### config.mk
export PLATFORM = sky130hd
export DESIGN_NAME = aes_key_schedule_flat
export DESIGN_NICKNAME = d
export VERILOG_FILES = /design/src/rtl/aes_pkg.sv /design/src/rtl/aes_key_schedule_if.sv /design/src/rtl/aes_sbox.sv /design/src/rtl/aes_key_schedule.sv /design/src/flat_wrapper.sv
export SDC_FILE = /design/constraint.sdc
export NUM_CORES = 2
export LEC_CHECK = 0
export CORE_UTILIZATION = 69
export CTS_BUF_LIST = sky130_fd_sc_hd__clkbuf_4 sky130_fd_sc_hd__clkbuf_8
export DETAILED_ROUTE_END_ITERATION = 6
export PLACE_DENSITY = 0.92
export SLEW_MARGIN = 0
export SYNTH_ARGS = -nofsm -noshare
export SYNTH_HDL_FRONTEND = slang
export SYNTH_HIERARCHICAL = 1
export SYNTH_SLANG_ARGS = --single-unit
### constraint.sdc
create_clock -name pi_clk -period 112 [get_ports pi_clk]
set_input_delay 33.6 -clock pi_clk [delete_from_list [all_inputs] [get_ports pi_clk]]
set_output_delay 33.6 -clock pi_clk [all_outputs]
set_load 0.05 [all_outputs]
### src/rtl/aes_pkg.sv
// rtl/aes_pkg.sv - shared constants, types and helpers for the AES-128 key schedule
package aes_pkg;

    localparam int NR = 10;
    localparam int NK = 4;

    typedef logic [127:0] round_key_t;
    typedef logic [31:0]  word_t;

    typedef enum logic {
        ST_IDLE   = 1'b0,
        ST_EXPAND = 1'b1
    } state_e;

    // Indexed directly by the 4-bit round counter; unused slots stay zero.
    localparam logic [7:0] RCON [0:15] = '{
        8'h00, 8'h01, 8'h02, 8'h04, 8'h08, 8'h10, 8'h20, 8'h40,
        8'h80, 8'h1b, 8'h36, 8'h00, 8'h00, 8'h00, 8'h00, 8'h00
    };

    function automatic word_t rot_word(input word_t w);
        return {w[23:0], w[31:24]};
    endfunction

endpackage

### src/rtl/aes_key_schedule_if.sv
// rtl/aes_key_schedule_if.sv - request/key/read bundle between control FSM, datapath and key schedule
interface aes_key_schedule_if;
    import aes_pkg::*;

    logic       pi_generate_keys;
    round_key_t pi_input_key;
    logic [3:0] pi_round_sel;
    round_key_t po_round_key;
    logic       po_keys_valid;
    logic       po_busy;

    modport master (
        output pi_generate_keys, pi_input_key, pi_round_sel,
        input  po_round_key, po_keys_valid, po_busy
    );

    modport slave (
        input  pi_generate_keys, pi_input_key, pi_round_sel,
        output po_round_key, po_keys_valid, po_busy
    );

endinterface

### src/rtl/aes_sbox.sv
// rtl/aes_sbox.sv - combinational AES forward S-box, shared by key schedule and SubBytes
module aes_sbox (
    input  logic [7:0] pi_byte,
    output logic [7:0] po_byte
);

    localparam logic [7:0] SBOX [0:255] = '{
        8'h63, 8'h7c, 8'h77, 8'h7b, 8'hf2, 8'h6b, 8'h6f, 8'hc5, 8'h30, 8'h01, 8'h67, 8'h2b, 8'hfe, 8'hd7, 8'hab, 8'h76,
        8'hca, 8'h82, 8'hc9, 8'h7d, 8'hfa, 8'h59, 8'h47, 8'hf0, 8'had, 8'hd4, 8'ha2, 8'haf, 8'h9c, 8'ha4, 8'h72, 8'hc0,
        8'hb7, 8'hfd, 8'h93, 8'h26, 8'h36, 8'h3f, 8'hf7, 8'hcc, 8'h34, 8'ha5, 8'he5, 8'hf1, 8'h71, 8'hd8, 8'h31, 8'h15,
        8'h04, 8'hc7, 8'h23, 8'hc3, 8'h18, 8'h96, 8'h05, 8'h9a, 8'h07, 8'h12, 8'h80, 8'he2, 8'heb, 8'h27, 8'hb2, 8'h75,
        8'h09, 8'h83, 8'h2c, 8'h1a, 8'h1b, 8'h6e, 8'h5a, 8'ha0, 8'h52, 8'h3b, 8'hd6, 8'hb3, 8'h29, 8'he3, 8'h2f, 8'h84,
        8'h53, 8'hd1, 8'h00, 8'hed, 8'h20, 8'hfc, 8'hb1, 8'h5b, 8'h6a, 8'hcb, 8'hbe, 8'h39, 8'h4a, 8'h4c, 8'h58, 8'hcf,
        8'hd0, 8'hef, 8'haa, 8'hfb, 8'h43, 8'h4d, 8'h33, 8'h85, 8'h45, 8'hf9, 8'h02, 8'h7f, 8'h50, 8'h3c, 8'h9f, 8'ha8,
        8'h51, 8'ha3, 8'h40, 8'h8f, 8'h92, 8'h9d, 8'h38, 8'hf5, 8'hbc, 8'hb6, 8'hda, 8'h21, 8'h10, 8'hff, 8'hf3, 8'hd2,
        8'hcd, 8'h0c, 8'h13, 8'hec, 8'h5f, 8'h97, 8'h44, 8'h17, 8'hc4, 8'ha7, 8'h7e, 8'h3d, 8'h64, 8'h5d, 8'h19, 8'h73,
        8'h60, 8'h81, 8'h4f, 8'hdc, 8'h22, 8'h2a, 8'h90, 8'h88, 8'h46, 8'hee, 8'hb8, 8'h14, 8'hde, 8'h5e, 8'h0b, 8'hdb,
        8'he0, 8'h32, 8'h3a, 8'h0a, 8'h49, 8'h06, 8'h24, 8'h5c, 8'hc2, 8'hd3, 8'hac, 8'h62, 8'h91, 8'h95, 8'he4, 8'h79,
        8'he7, 8'hc8, 8'h37, 8'h6d, 8'h8d, 8'hd5, 8'h4e, 8'ha9, 8'h6c, 8'h56, 8'hf4, 8'hea, 8'h65, 8'h7a, 8'hae, 8'h08,
        8'hba, 8'h78, 8'h25, 8'h2e, 8'h1c, 8'ha6, 8'hb4, 8'hc6, 8'he8, 8'hdd, 8'h74, 8'h1f, 8'h4b, 8'hbd, 8'h8b, 8'h8a,
        8'h70, 8'h3e, 8'hb5, 8'h66, 8'h48, 8'h03, 8'hf6, 8'h0e, 8'h61, 8'h35, 8'h57, 8'hb9, 8'h86, 8'hc1, 8'h1d, 8'h9e,
        8'he1, 8'hf8, 8'h98, 8'h11, 8'h69, 8'hd9, 8'h8e, 8'h94, 8'h9b, 8'h1e, 8'h87, 8'he9, 8'hce, 8'h55, 8'h28, 8'hdf,
        8'h8c, 8'ha1, 8'h89, 8'h0d, 8'hbf, 8'he6, 8'h42, 8'h68, 8'h41, 8'h99, 8'h2d, 8'h0f, 8'hb0, 8'h54, 8'hbb, 8'h16
    };

    assign po_byte = SBOX[pi_byte];

endmodule

### src/rtl/aes_key_schedule.sv
// rtl/aes_key_schedule.sv - iterative AES-128 key expansion into an 11-entry round-key bank
// Optional: AES_KEY_SCHED_REUSE_EN skips re-expansion when the same key is requested again.
module aes_key_schedule
    import aes_pkg::*;
(
    input  logic              pi_clk,
    input  logic              pi_rst,
    aes_key_schedule_if.slave bus
);

    state_e     state_q, state_d;
    logic [3:0] rnd_cnt_q, rnd_cnt_d;
    round_key_t w_q, w_d;
    round_key_t bank_q [0:NR];
    round_key_t round_key_q, round_key_d;
    logic       keys_valid_q, keys_valid_d;
    logic       busy_q, busy_d;

    logic       bank_we;
    logic [3:0] bank_widx;
    round_key_t bank_wdata;
    logic       reuse_hit;

    word_t      rot_w, sub_w, t_w;
    word_t      w0_n, w1_n, w2_n, w3_n;
    round_key_t next_w;

    // One round of the recurrence: w3 feeds RotWord/SubWord/Rcon, then a ripple of XORs.
    assign rot_w = rot_word(w_q[31:0]);

    for (genvar g = 0; g < 4; g++) begin : g_subword
        aes_sbox u_sbox (
            .pi_byte (rot_w[8*g +: 8]),
            .po_byte (sub_w[8*g +: 8])
        );
    end

    assign t_w    = sub_w ^ {RCON[rnd_cnt_q], 24'h0};
    assign w0_n   = w_q[127:96] ^ t_w;
    assign w1_n   = w_q[95:64]  ^ w0_n;
    assign w2_n   = w_q[63:32]  ^ w1_n;
    assign w3_n   = w_q[31:0]   ^ w2_n;
    assign next_w = {w0_n, w1_n, w2_n, w3_n};

`ifdef AES_KEY_SCHED_REUSE_EN
    round_key_t key_q, key_d;

    assign reuse_hit = keys_valid_q && (bus.pi_input_key == key_q);
    assign key_d     = (state_q == ST_IDLE && bus.pi_generate_keys && !reuse_hit) ? bus.pi_input_key : key_q;

    always_ff @(posedge pi_clk or posedge pi_rst) begin
        if (pi_rst) key_q <= '0;
        else        key_q <= key_d;
    end
`else
    assign reuse_hit = 1'b0;
`endif

    always_comb begin
        state_d      = state_q;
        rnd_cnt_d    = rnd_cnt_q;
        w_d          = w_q;
        keys_valid_d = keys_valid_q;
        busy_d       = busy_q;
        bank_we      = 1'b0;
        bank_widx    = rnd_cnt_q;
        bank_wdata   = next_w;
        case (state_q)
            ST_IDLE: begin
                if (bus.pi_generate_keys && !reuse_hit) begin
                    bank_we      = 1'b1;
                    bank_widx    = 4'd0;
                    bank_wdata   = bus.pi_input_key;
                    w_d          = bus.pi_input_key;
                    rnd_cnt_d    = 4'd1;
                    keys_valid_d = 1'b0;
                    busy_d       = 1'b1;
                    state_d      = ST_EXPAND;
                end
            end
            ST_EXPAND: begin
                bank_we   = 1'b1;
                w_d       = next_w;
                rnd_cnt_d = rnd_cnt_q + 4'd1;
                if (rnd_cnt_q == 4'(NR)) begin
                    keys_valid_d = 1'b1;
                    busy_d       = 1'b0;
                    state_d      = ST_IDLE;
                end
            end
            default: state_d = ST_IDLE;
        endcase
        round_key_d = (bus.pi_round_sel <= 4'(NR)) ? bank_q[bus.pi_round_sel] : '0;
    end

    always_ff @(posedge pi_clk or posedge pi_rst) begin
        if (pi_rst) begin
            state_q      <= ST_IDLE;
            rnd_cnt_q    <= '0;
            w_q          <= '0;
            round_key_q  <= '0;
            keys_valid_q <= 1'b0;
            busy_q       <= 1'b0;
        end else begin
            state_q      <= state_d;
            rnd_cnt_q    <= rnd_cnt_d;
            w_q          <= w_d;
            round_key_q  <= round_key_d;
            keys_valid_q <= keys_valid_d;
            busy_q       <= busy_d;
        end
    end

    always_ff @(posedge pi_clk or posedge pi_rst) begin
        if (pi_rst) begin
            for (int i = 0; i <= NR; i++) bank_q[i] <= '0;
        end else if (bank_we) begin
            bank_q[bank_widx] <= bank_wdata;
        end
    end

    assign bus.po_round_key  = round_key_q;
    assign bus.po_keys_valid = keys_valid_q;
    assign bus.po_busy       = busy_q;

endmodule

### src/flat_wrapper.sv
// flat-port wrapper written by rule: the top's interface ports become plain ports
module aes_key_schedule_flat import aes_pkg::*;
  (pi_clk, pi_rst, bus_pi_generate_keys, bus_pi_input_key, bus_pi_round_sel, bus_po_round_key, bus_po_keys_valid, bus_po_busy);
  aes_key_schedule_if bus_i ();
  input  logic pi_clk;
  input  logic pi_rst;
  input wire logic [$bits(bus_i.pi_generate_keys)-1:0] bus_pi_generate_keys;
  input wire logic [$bits(bus_i.pi_input_key)-1:0] bus_pi_input_key;
  input wire logic [$bits(bus_i.pi_round_sel)-1:0] bus_pi_round_sel;
  output wire logic [$bits(bus_i.po_round_key)-1:0] bus_po_round_key;
  output wire logic [$bits(bus_i.po_keys_valid)-1:0] bus_po_keys_valid;
  output wire logic [$bits(bus_i.po_busy)-1:0] bus_po_busy;
  assign bus_i.pi_generate_keys = bus_pi_generate_keys;
  assign bus_i.pi_input_key = bus_pi_input_key;
  assign bus_i.pi_round_sel = bus_pi_round_sel;
  assign bus_po_round_key = bus_i.po_round_key;
  assign bus_po_keys_valid = bus_i.po_keys_valid;
  assign bus_po_busy = bus_i.po_busy;
  aes_key_schedule u_core (.pi_clk(pi_clk), .pi_rst(pi_rst), .bus(bus_i));
endmodule
==> key figures, run 1 <==
Run status
  – Status: stopped before the end
  – Fail Step: 5_1_grt
  – First error: [ERROR GRT-0232] Routing congestion too high. Check the congestion heatmap in the GUI.

Floorplanning
  – Vert. Die Dim: 356 um
  – Rows: 129
  – Die span in x: 356 um
  – Initial Util: 69.7%
  – Io pins: 265

Synth
  – Main area contributors after synthesis: dfrtp_1, o21ai_0, nand2_1
  – Post-synth EDFFs: 0
  – Mean Syn Cell Area: 9.23 um^2
  – Cells after synthesis: 9,357
  – Async S/R FF share, synth: 100%
  – Yosys cell types: 84
  – Register bit total from synthesis: 1,671
  – Syn Std Cell Area: 86,400 um^2
  – Most common cell in the netlist: o21ai_0
  – Top post-synthesis cells by count: o21ai_0, dfrtp_1, nand2_1, a21oi_1, nor2_1
  – Synth area leader: dfrtp_1
  – Synth warn: 6
  – Top FF cell, synth: dfrtp_1
  – Post-synth top area share: 48.4%
  – Seq/Total Area, Yosys: 48.4%
  – Syn Nets: 9,554

Clocking
  – Post-cts sizing count: 0
  – Root buf cell: clkbuf_8
  – Postcts setup bufs: 0
  – Htree depth: 5
  – CTS sink count: 1,671
  – Cts bufs inserted: 276
  – Longest Clk Path Bufs: 4
  – Hold buffers post-CTS: 0

Place
  – DP Area: 88,800 um^2
  – PortBufs: 264
  – Post-DP HPWL: 224,000 um
  – Placer Congestion: 1.05

GRT
  – Antenna violations before repair: 90
  – Grt ovf: 126
  – Pin count of the biggest net entering global routing: 188
  – Gr usage total: 74.0%
layer usage:
| layer | overflow | GRT usage (%) |
|---|---|---|
| met1 | 2 | 77.5 |
| met2 | 54 | 87.9 |
| met3 | 7 | 59.7 |
| met4 | 62 | 65.9 |
| met5 | 1 | 42.8 |
logic make-up after synthesis:
family	Yosys count	share of synthesized area, %
compound gates	3247	21.9
mux	555	8.67
fa+ha+maj	62	0.898
flops	1671	48.4
buf+inv	900	4.36
simple gates	2718	13.3
xor+xnor	204	2.52
through the flow:
stage	setup slack [ps]	std cells
3_3_place_gp	73260	10549
4_1_cts	74090	11005
3_5_place_dp	73130	10549
2_1_floorplan	31240	9357
==> run 2, diff against run 1 <==
CORE_UTILIZATION = 40   (was 69)
CTS_BUF_LIST = not set   (was sky130_fd_sc_hd__clkbuf_4 sky130_fd_sc_hd__clkbuf_8)
PLACE_DENSITY = not set   (was 0.92)
PLACE_DENSITY_LB_ADDON = 0.15   (was not set)
==> run 2 against run 1 <==
Compared with the run above:
- the run now ends clean
- area after synthesis did not move
- synthesized cell count is the same
==> key figures, run 2 <==
Synth
  – Post-synth top area share: 48.4% (unchanged)
  – Top post-synthesis cells by count: o21ai_0, dfrtp_1, nand2_1, a21oi_1, nor2_1
  – Yosys cell types: 84 (unchanged)
  – Main area contributors after synthesis: dfrtp_1, o21ai_0, nand2_1
  – Most common cell in the netlist: o21ai_0
  – Syn Nets: 9,554 (unchanged)
  – Mean Syn Cell Area: 9.23 um^2 (unchanged)
  – Seq/Total Area, Yosys: 48.4% (unchanged)
  – Cells after synthesis: 9,357 (unchanged)
  – Post-synth EDFFs: 0 (unchanged)
  – Top FF cell, synth: dfrtp_1
  – Synth area leader: dfrtp_1
  – Async S/R FF share, synth: 100% (unchanged)
  – Register bit total from synthesis: 1,671 (unchanged)
  – Synth warn: 6 (unchanged)
  – Syn Std Cell Area: 86,400 um^2 (unchanged)

GRT
  – Gr usage total: 32.4%
  – Pin count of the biggest net entering global routing: 158
  – First-pass GRT wire length: 518,000 um
  – Grt ovf: 0
  – Vias in the first global route: 70,225
  – Antenna violations before repair: 31

Min path
  – Hold path cells: 2
  – Hold endpoint: u_core/bank_q[893]
  – Hold path startpoint: u_core/bank_q[893]
  – Hold/Removal Path Class: register to register

Clocking
  – Worst-skew pair later-pin latency: 890 ps
  – Htree depth: 4 (-1)
  – CTS tree: built
  – Cts bufs inserted: 184 (-33%)
  – CTS sink count: 1,671 (unchanged)
  – Longest Clk Path Bufs: 3 (-1)
  – Hold buffers post-CTS: 0 (unchanged)
  – Root buf cell: clkbuf_16
  – Post-cts sizing count: 0 (unchanged)
  – Clock transition at path regs: 60 ps
  – Postcts setup bufs: 0 (unchanged)

Cells and area
  – Max FFs per register: 1,408
  – Share of layout cells above drive strength 1: 8.48%
  – Area grow syn2layout: 12.1%
  – Fill count: 20,491
  – Commonest non-fill, non-tap cell in the layout: o21ai_0
  – Nets: 9,347
  – Most frequent cells in the layout: o21ai_0, dfrtp_1, nand2_1
  – Top reg by flops: u_core/bank_q

Worst setup path
  – Worst EP required: 112,840 ps
  – Reg-to-reg setup timing slack: 105,190 ps
  – R2r endpoint: u_core/bank_q[1186]
  – CP Launch Type: primary input
  – Critical Path End Type: asynchronous set/reset pin
  – Critical path data arrival time: 40,460 ps
  – CP max FO: 157
  – Worst reg2reg path depth: 12
  – RR Startpoint: u_core/w_q[25]
  – Critical path startpoint: pi_rst
  – Crit Path Class: primary input to asynchronous set/reset pin

STA
  – Final Max Slew Viols: 0
  – RSZ-0062 raised after global routing: no
  – Final worst slack: 72,380 ps
  – Min Clock Period, post-route: 39,620 ps
  – Final Cycle Share: 35.4%
  – Fmax: 25.2 MHz
  – Setup violators final: 0
  – Worst-margin pin slew: 1280 ps
  – Fin Setup TNS: 0 ps
  – Max_slew headroom: 13.8%
  – Clk_skew: 85.3 ps
  – Final hold vios: 0

Route
  – # DRC: 0
  – Via/cell ratio: 6.10
  – Drt initial violations: 8,454
  – Vias: 74,030
  – Detail Route Antenna Nets: 0
  – Total Routed Length: 358,000 um
  – Routed length per placed instance: 29.5 um
  – TritonRoute pass-1 iters: 6

Floorplanning
  – Rows: 170 (+32%)
  – Io pins: 265 (unchanged)
  – Initial Util: 40.3% (-29 points)
  – Vert. Die Dim: 467 um (+31%)
  – Core region area: 215,000 um^2
  – Die Area: 218,000 um^2
  – Die span in x: 467 um (+31%)

Place
  – Pre-CTS setup slack: 71,200 ps (-1930 ps)
  – PortBufs: 264 (unchanged)
  – Post-DP HPWL: 237,000 um (+6.0%)
  – Placer Congestion: 0.990 (-5.4%)

Flow run
  – Max-cap violations: 0

Run status
  – Status: complete, no violations
==> run 2: cell counts after synthesis <==
Identical to the previous run, type by type.
==> run 2: worst max-delay path: stages <==
cell	delay (ps)
clkdlybuf4s50_1	490
inv_8	510
buf_4	730
buf_4	850
buf_4	780
buf_4	700
buf_4	820
buf_12	650
buf_4	910
==> run 2: area by class of cell <==
class	count	area [um^2]	share of cell area, %
inverters	47	184	0.190
clock buffers	274	5260	5.43
clock inverters	54	795	0.820
well taps	2838	3550	3.67
repair buffers	460	4190	4.32
multi-input cells	6786	41000	42.3
diodes	6	15.0	0.0155
flip-flops and latches	1671	41900	43.2
==> run 2: worst max-delay path by stage <==
stage                     cells past startpoint  slack [ps]                   to
final                                         9       72380   u_core/bank_q[890]
after global routing                          9       71370   u_core/bank_q[890]
after CTS                                     9       72120  u_core/bank_q[1010]
after detailed placement                      9       71200  u_core/bank_q[1118]
after global placement                        9       71340  u_core/bank_q[1118]
after floorplan                               1       31240     u_core/bank_q[0]
==> run 2: metal layers <==
metal / global-route usage (%) / vias to the layer above / part of all wire [%]
li1: - / 32832 / -
met3: 6.67 / 644 / 8.5
met4: 12.8 / 16 / 4.2
met5: 0 / - / 0.030
met2: 48.3 / 3219 / 44
met1: 46.0 / 37319 / 44
==> run 2: cells by family (layout without fill, tap and decap cells) <==
| family | Yosys count | after routing | share of synthesized area, % |
|---|---|---|---|
| AOI/OAI and AO/OA | 3247 | 3247 | 21.9 |
| and+or+nand+nor | 2718 | 2718 | 13.3 |
| DFF | 1671 | 1671 | 48.4 |
| buffers and inverters | 900 | 835 | 4.36 |
| muxes | 555 | 555 | 8.67 |
| xor gates and xnor gates | 204 | 204 | 2.52 |
| adders and majority gates | 62 | 62 | 0.898 |
| other | 0 | 6 | 0 |
==> run 2: metrics by stage <==
step	utilization, %	hold slack [ps]	instances	cell area (um^2)
floorplan	-	441	9357	86400
global placement	42.3	454	11802	90800
detailed placement	42.3	462	11802	90800
CTS	45.1	476	12130	96800
global route	45.1	486	12131	96800
finish	45.1	472	12136	96900
Power of run 2 is left out: the tool's default activity adds up to more than one toggle a clock period on the data nets, which glitch-free logic cannot reach.
